File: config.mk
export PLATFORM = sky130hd
export DESIGN_NAME = nes_pad_reader
export DESIGN_NICKNAME = d
export VERILOG_FILES = /design/src/rtl/nes_pad_pkg.sv /design/src/rtl/nes_pad_reader_sync2.sv /design/src/rtl/nes_pad_reader.sv
export SDC_FILE = /design/constraint.sdc
export NUM_CORES = 1
export LEC_CHECK = 0
export ABC_CLOCK_PERIOD_IN_PS = 2500
export CAP_MARGIN = 5
export CORE_ASPECT_RATIO = 1.2
export CORE_MARGIN = 1.5
export CORE_UTILIZATION = 51
export CTS_CLUSTER_SIZE = 16
export DETAILED_ROUTE_END_ITERATION = 10
export PLACE_DENSITY = 0.74
export SETUP_SLACK_MARGIN = 0.4
export SYNTH_ARGS = -nofsm -noshare
export SYNTH_HDL_FRONTEND = slang
export SYNTH_SLANG_ARGS = --single-unit
File: constraint.sdc
create_clock -name clk -period 2.5 [get_ports clk]
set_input_delay 0.5 -clock clk [delete_from_list [all_inputs] [get_ports clk]]
set_output_delay 0.5 -clock clk [all_outputs]
set_load 0.02 [all_outputs]
File: src/rtl/nes_pad_pkg.sv
// Shared types and constants for the NES controller reader: FSM states,
// button bit positions in the controller words, and default timing.
package nes_pad_pkg;

  localparam int DEF_HALF_CYCLES = 64;
  localparam int DEF_POLL_CYCLES = 357954;

  localparam int BTN_A      = 0;
  localparam int BTN_B      = 1;
  localparam int BTN_SELECT = 2;
  localparam int BTN_START  = 3;
  localparam int BTN_UP     = 4;
  localparam int BTN_DOWN   = 5;
  localparam int BTN_LEFT   = 6;
  localparam int BTN_RIGHT  = 7;

  typedef enum logic [2:0] {
    IDLE,
    LATCH,
    GAP,
    CLK_HI,
    CLK_LO,
    DONE
  } state_t;

endpackage

File: src/rtl/nes_pad_reader_sync2.sv
// Two-flop synchronizer for an asynchronous pad data line. Resets to 1,
// which is the released (not pressed) level of the pad serial output.
module sync2 (
  input  logic clk,
  input  logic rst_n,
  input  logic i_d,
  output logic o_q
);

  logic r_meta;
  logic r_sync;

  always_ff @(posedge clk or negedge rst_n) begin
    if (!rst_n) begin
      r_meta <= 1'b1;
      r_sync <= 1'b1;
    end else begin
      r_meta <= i_d;
      r_sync <= r_meta;
    end
  end

  assign o_q = r_sync;

endmodule

File: src/rtl/nes_pad_reader.sv
// Reads two NES controllers through their 4021 shift registers: latch pulse,
// then eight serial bits per pad, published atomically with a valid pulse.
module nes_pad_reader
  import nes_pad_pkg::*;
#(
  parameter int HALF_CYCLES = DEF_HALF_CYCLES,
  parameter int POLL_CYCLES = DEF_POLL_CYCLES
) (
  input  logic       clk,
  input  logic       rst_n,
  input  logic       enable,
  input  logic       poll,
  input  logic       pad1_data,
  input  logic       pad2_data,
  output logic       pad_latch,
  output logic       pad_clk,
  output logic [7:0] controller1,
  output logic [7:0] controller2,
  output logic       valid,
  output logic       busy
);

  localparam int IW = $clog2(POLL_CYCLES);
  localparam int PW = $clog2(2 * HALF_CYCLES);
  localparam logic [IW-1:0] POLL_LAST = IW'(POLL_CYCLES - 1);
  localparam logic [PW-1:0] HALF_LAST = PW'(HALF_CYCLES - 1);
  localparam logic [PW-1:0] FULL_LAST = PW'(2 * HALF_CYCLES - 1);
  localparam logic [2:0]    LAST_BIT  = 3'(BTN_RIGHT);

  state_t          r_state;
  state_t          w_next;
  logic            w_sample;
  logic [IW-1:0]   r_ivl;
  logic [PW-1:0]   r_phase;
  logic [2:0]      r_bit;
  logic [7:0]      r_sr1;
  logic [7:0]      r_sr2;
  logic [7:0]      w_sr1_next;
  logic [7:0]      w_sr2_next;
  logic            w_d1;
  logic            w_d2;
  logic            r_pad_latch;
  logic            r_pad_clk;
  logic            r_valid;
  logic            r_busy;
  logic [7:0]      r_ctrl1;
  logic [7:0]      r_ctrl2;

  sync2 u_sync_pad1 (
    .clk   (clk),
    .rst_n (rst_n),
    .i_d   (pad1_data),
    .o_q   (w_d1)
  );

  sync2 u_sync_pad2 (
    .clk   (clk),
    .rst_n (rst_n),
    .i_d   (pad2_data),
    .o_q   (w_d2)
  );

  // Pads drive low for pressed; shift right so the first bit (A) ends in bit0.
  assign w_sr1_next = {~w_d1, r_sr1[7:1]};
  assign w_sr2_next = {~w_d2, r_sr2[7:1]};

  always_ff @(posedge clk or negedge rst_n) begin
    if (!rst_n) r_state <= IDLE;
    else        r_state <= w_next;
  end

  always_comb begin
    w_next   = r_state;
    w_sample = 1'b0;
    case (r_state)
      IDLE:   if (poll || (enable && r_ivl == POLL_LAST)) w_next = LATCH;
      LATCH:  if (r_phase == FULL_LAST) w_next = GAP;
      GAP: begin
        if (r_phase == HALF_LAST) begin
          w_sample = 1'b1;
          w_next   = CLK_HI;
        end
      end
      CLK_HI: if (r_phase == HALF_LAST) w_next = CLK_LO;
      CLK_LO: begin
        if (r_phase == HALF_LAST) begin
          w_sample = 1'b1;
          w_next   = (r_bit == LAST_BIT) ? DONE : CLK_HI;
        end
      end
      DONE:    w_next = IDLE;
      default: w_next = IDLE;
    endcase
  end

  // Counters: interval only runs in IDLE, phase restarts on every state change.
  always_ff @(posedge clk or negedge rst_n) begin
    if (!rst_n) begin
      r_ivl   <= '0;
      r_phase <= '0;
      r_bit   <= '0;
    end else begin
      if (r_state != IDLE || w_next != IDLE) r_ivl <= '0;
      else if (enable)                       r_ivl <= r_ivl + 1'b1;

      if (r_state == IDLE || w_next != r_state) r_phase <= '0;
      else                                      r_phase <= r_phase + 1'b1;

      if (r_state == IDLE) r_bit <= '0;
      else if (w_sample)   r_bit <= r_bit + 1'b1;
    end
  end

  always_ff @(posedge clk) begin
    if (w_sample) begin
      r_sr1 <= w_sr1_next;
      r_sr2 <= w_sr2_next;
    end
  end

  // Outputs are decoded from the next state so they change in step with it.
  always_ff @(posedge clk or negedge rst_n) begin
    if (!rst_n) begin
      r_pad_latch <= 1'b0;
      r_pad_clk   <= 1'b0;
      r_valid     <= 1'b0;
      r_busy      <= 1'b0;
      r_ctrl1     <= 8'h00;
      r_ctrl2     <= 8'h00;
    end else begin
      r_pad_latch <= (w_next == LATCH);
      r_pad_clk   <= (w_next == CLK_HI);
      r_valid     <= (w_next == DONE);
      r_busy      <= (w_next != IDLE);
      if (w_next == DONE) begin
        r_ctrl1 <= w_sr1_next;
        r_ctrl2 <= w_sr2_next;
      end
    end
  end

  assign pad_latch   = r_pad_latch;
  assign pad_clk     = r_pad_clk;
  assign valid       = r_valid;
  assign busy        = r_busy;
  assign controller1 = r_ctrl1;
  assign controller2 = r_ctrl2;

endmodule
==> Word-level counts from Yosys, hierarchy flattened <==
Cells that the tools add are included.
{ "classes": {"addsub": 3, "mux": 14, "n_reduce_logical": 10, "n_bitwise": 2, "eq_ne": 12} }
{ "op_table": {"columns": ["op", "count"], "rows": [
  ["19-bit 2-to-1 mux", 2],
  ["3-bit 2-to-1 mux", 8],
  ["19-bit by 1-bit adder with 19-bit output (second input constant)", 1],
  ["19-bit equality test (second input constant)", 1],
  ["3-bit one-hot mux with 5 select lines", 1],
  ["3-bit by 2-bit equality test with 1-bit output (second input constant)", 3],
  ["3-bit equality test (second input constant)", 3],
  ["7-bit by 1-bit adder with 7-bit output (second input constant)", 1],
  ["7-bit by 6-bit equality test with 1-bit output (second input constant)", 1],
  ["7-bit equality test (second input constant)", 1],
  ["7-bit 2-to-1 mux", 1],
  ["3-bit by 1-bit equality test with 1-bit output (second input constant)", 2],
  ["3-bit nonzero test", 2],
  ["2-bit nonzero test", 2],
  ["3-bit by 1-bit adder with 3-bit output (second input constant)", 1],
  ["3-bit logical NOT", 1],
  ["1-bit logical OR", 3],
  ["3-bit != test", 1],
  ["1-bit 2-to-1 mux", 2],
  ["1-bit NOT", 2],
  ["2-bit OR reduction", 1],
  ["1-bit logical AND", 1]
]} }
{ "totals": {"register_bits": 72, "in_bits": 6, "output_inout_bits": 20, "wordCells": 57} }

==> Logic depth before layout (Yosys ltp) <==
{ "logic_depth": {"word_depth": 8, "depth_mapped": 9, "depth_no_buf": 7} }

==> Modules after synthesis <==
Synthesis repeated with hierarchy kept, for this count alone.
{ "hier_totals": {"hier_cells": 260, "area_unflattened_um2": 3159.3} }
{ "modules_own_cells": {"columns": ["module", "instances", "seq_area_each_um2", "cells_each", "area_per_inst_um2"], "rows": [
  ["nes_pad_reader", 1, 1721.7, 256, 3054.2],
  ["sync2", 2, 52.6, 2, 52.6]
]} }

==> Worst setup path after synthesis <==
No wires, ideal clock.
{ "synth_path": {"path_type": "reg-to-reg", "start": "register r_phase[0]", "end": "register r_sr1[1], enable pin", "stages_incl_launch_ff": 6, "required_time_ns": 2.097, "period_less_slack_ns": 2.540, "setup_ns": 0.403, "path_slack_ns": -0.040, "n_path_buf": 1, "arrival_ns": 2.137, "cell_sequence": "dfrtp_1 > ha_1 > and4_1 > buf_6 > nand3_1 > nor3_1"} }
{ "synth_via": {"elab_chain_len": 3} }
{ "synth_lines": {"columns": ["element", "line_no", "text"], "rows": [
  ["start, declared", "nes_pad_reader.sv:34", "logic [PW-1:0] r_phase;"],
  ["start signal, assigned", "nes_pad_reader.sv:107", "else r_phase <= r_phase + 1'b1;"],
  ["7-bit by 6-bit equality test with 1-bit output", "nes_pad_reader.sv:79, nes_pad_reader.sv:86", null],
  ["1-bit 2-to-1 mux", "nes_pad_reader.sv:79, nes_pad_reader.sv:86", null],
  ["1-bit 2-to-1 mux", null, null],
  ["net w_sample", "nes_pad_reader.sv:32", "logic w_sample;"],
  ["end signal, assigned", "nes_pad_reader.sv:116", "r_sr1 <= w_sr1_next;"],
  ["end, declared", "nes_pad_reader.sv:36", "logic [7:0] r_sr1;"]
]} }
The timed path passes the listed nets, and every way through them passes these cells.
A chain may end at the register's enable or synchronous reset.

==> Worst setup path after layout <==
{ "layout_path": {"start": "register r_phase[1]", "end": "register r_ctrl1[6], in the netlist controller1[6]"} }
{ "layout_via": {"elab_chain_len": 4, "elab_cells_between_ends": 8, "cone_classes": "3 x eq/ne; 5 x mux"} }
{ "layout_lines": {"columns": ["element", "line_no", "text"], "rows": [
  ["7-bit by 6-bit equality test with 1-bit output or 7-bit equality test (tied branches)", null, null],
  ["3-bit 2-to-1 mux (on tied branches)", null, null],
  ["3-bit one-hot mux with 5 select lines *", "nes_pad_reader.sv:75", "case (r_state)"],
  ["3-bit equality test *", "nes_pad_reader.sv:135", "if (w_next == DONE) begin"],
  ["end signal, assigned", "nes_pad_reader.sv:136", "r_ctrl1 <= w_sr1_next;"],
  ["end, declared", "nes_pad_reader.sv:46", "logic [7:0] r_ctrl1;"]
]} }
Mark *: on every way between the ends. The rest lies on a longest branch, timed or not.

==> out/metrics.csv <==
metric;value;unit
Post-Route Setup TNS;0;ps
initial antenna violation count;0;
Synth Net Count;262;
run status;completed;
Slew Viols, Final;0;
die height;87.9;µm
vias after detailed routing;2030;
share of the synthesized area in the top cell type;42.4;%
number of synthesized flops with an enable pin;14;
RD Place Congestion;0.810;
clk slew on worst S/H paths;80;ps
Hold Path Class;input pin to async pin;
Antenna Cells;0;
setup violators final;0;
htree depth;3;
Clock Latency Late Sink;350;ps
TritonRoute pass-1 iters;5;
post-DP HPWL;3460;µm
Power Dens Cells;533;mW/mm²
DR WL/cell;15.2;µm
mean area per synthesized cell;12.2;µm²
asr flop ratio synth;80.0;%
number of global-route vias before repair;2000;
final hold violations;0;
TritonCTS Sinks;70;
Chip Width;73.8;µm
worst-path fanout max;6;
max-cap violations;0;
Pwr Total;2.04;mW
Post-Syn Area;0.00307;mm²
hold buffers post-CTS;0;
layout net count;310;
RSZ-0062 raised after global routing;yes;
most instantiated cells after synthesis;52 x dfrtp_1, 38 x nor2_1, 15 x nand3_1;
CTS Root Cell;clkbuf_8;
dominant cell type by area after synthesis;dfrtp_1;
largest net degree at the start of global routing;33;
die area;0.00649;mm²
Top-Level Pins;26;
CTS tree;done;
Critical Path RT;2730;ps
Max Fclk;0.469;GHz
Seq cells post-synth;70;
Critical Path Start Type;register;
final period utilization;85.2;%
most common cell in the netlist;dfrtp_1;
Max Buffers Root-to-Sink;2;
first-pass GRT wire length;9800;µm
Mapped Cells;251;
worst vdd ir;0.484;mV
Starting Density;53.4;%
post-detailed-route count of antenna-violating nets;0;
port buffer count;25;
Syn. warnings;0;
DRC viols;0;
Arr. time, crit path;2360;ps
setup skew after layout;11.6;ps
synth unique cells;42;
Min Clock Period, post-route;2130;ps
fillers;426;
register area share after synthesis;59.6;%
Rows;30;
slew margin rel.;59.6;%
core area;0.00574;mm²
Syn-to-layout area delta;25.1;%
CTS buffer count;9;
1st-iter DRT viols;211;
Overflow after GRT;0;
flop-to-flop setup slack;370;ps
ranking of synthesized cells by area;dfrtp_1 42%, edfxtp_1 14%, nor2_1 4.7%, mux2_4 4.4%, xnor2_1 3.7%;
kind of critical path;register to register;
Worst-Margin Slew;605;ps
Post-Route WL;5840;µm
GRT Resource Usage Total;20.3;%
DR vias/cell;5.29;
Leak;1.58;nW
Synth Flop Type;dfrtp_1;
layout cells sized above 1;25.3;%
CP Capture Type;register;
[repair_timing]
item                                    in CTS  in global routing
cloned                                       1                  1
setup buffers                                6                  1
endpoints found under the setup margin      18                 23
gates resized for setup                     11                  8
pin swaps                                    5                  2
[routing by layer]
| metal | share of wire [%] | global-route usage, % | up-vias |
|---|---|---|---|
| li1 | - | - | 975 |
| met1 | 46 | 26.9 | 1005 |
| met2 | 49 | 32.5 | 40 |
| met3 | 2.9 | 3.80 | 10 |
| met4 | 1.5 | 9.26 | 0 |
| met5 | 0 | 0 | - |
[flip-flops by register name, summed over array words and instances, names as in the netlist]
name	count
busy	1
controller1	8
controller2	8
pad_clk	1
pad_latch	1
r_bit	3
r_ivl	19
r_phase	7
r_sr1	7
r_sr2	7
r_state	3
u_sync_pad1.o_q	1
u_sync_pad1.r_meta	1
u_sync_pad2.o_q	1
u_sync_pad2.r_meta	1
valid	1
[placed cells by master, fill, tap and decap left out, drive strengths merged, types with 2 or more instances in the layout]
master,count
dfrtp,52
inv,14
buf,22
dfstp,4
nand2,9
nand3,15
and3,2
a211oi,2
nor2,38
xnor2,13
nor3,3
or2,3
clkbuf,11
edfxtp,14
mux2,16
o22a,3
clkinvlp,3
nor4,6
nor4b,2
clkdlybuf4s50,24
nand4,10
a21oi,3
xor2,11
ha,5
nor2b,2
maj3,2
[cells by family (layout without fill, tap and decap cells)]
family | count (synthesis) | after routing | synth area share, %
compound gates | 16 | 16 | 4.04
xor+xnor | 24 | 24 | 6.85
fa+ha+maj | 7 | 7 | 2.69
buf+inv | 22 | 75 | 4.24
flops | 70 | 70 | 59.6
mux | 16 | 16 | 6.98
simple gates | 96 | 96 | 15.6
[stage by stage]
stage               utilization (%)  setup WS (ps)  std cells  instance area (µm²)  hold WS (ps)
floorplan                         -            415        251                 3080           204
global placement               60.3            189        359                 3460           347
detailed placement             60.3            172        359                 3460           351
CTS                            65.8            403        382                 3780           167
global route                   66.8            294        384                 3840           202
finish                         66.8            370        384                 3840           149
[layout make-up]
type	instances	area [µm²]	share of cell area, %
sequential	70	1830	47.7
multi-input combinational	159	1200	31.2
timing repair buffer	47	484	12.6
clock buffer	10	138	3.59
tap	80	100	2.61
clock inverter	6	45.0	1.17
inverter	12	45.0	1.17
[worst paths after layout]
kind / start / end / depth (start not counted)
max in group asynchronous: rst_n / u_sync_pad2.r_meta / 2
worst min register to register: u_sync_pad2.r_meta / u_sync_pad2.o_q / 0
worst max register to register: r_phase[1] / controller1[6] / 9
worst max-delay path: r_phase[1] / controller1[6] / 9
min in group clk: u_sync_pad2.r_meta / u_sync_pad2.o_q / 0
worst min-delay path: rst_n / controller2[3] / 1
[critical path, cell delays in order (launching register included)]
cell and delay [ps]:
dfrtp_1 410, ha_4 170, and4_4 170, buf_4 140, nand3_1 110, o2111ai_2 130
o31a_1 300, buf_6 140, clkbuf_16 150, mux2_4 290
[power by group]
group	total [mW]	leakage [nW]	switching (mW)	internal [mW]
clock network	0.843	0.0853	0.452	0.392
logic	0.0336	0.628	0.0223	0.0113
registers	1.17	0.864	0.000998	1.17
Note: power is estimated with default switching activity, not from simulation.
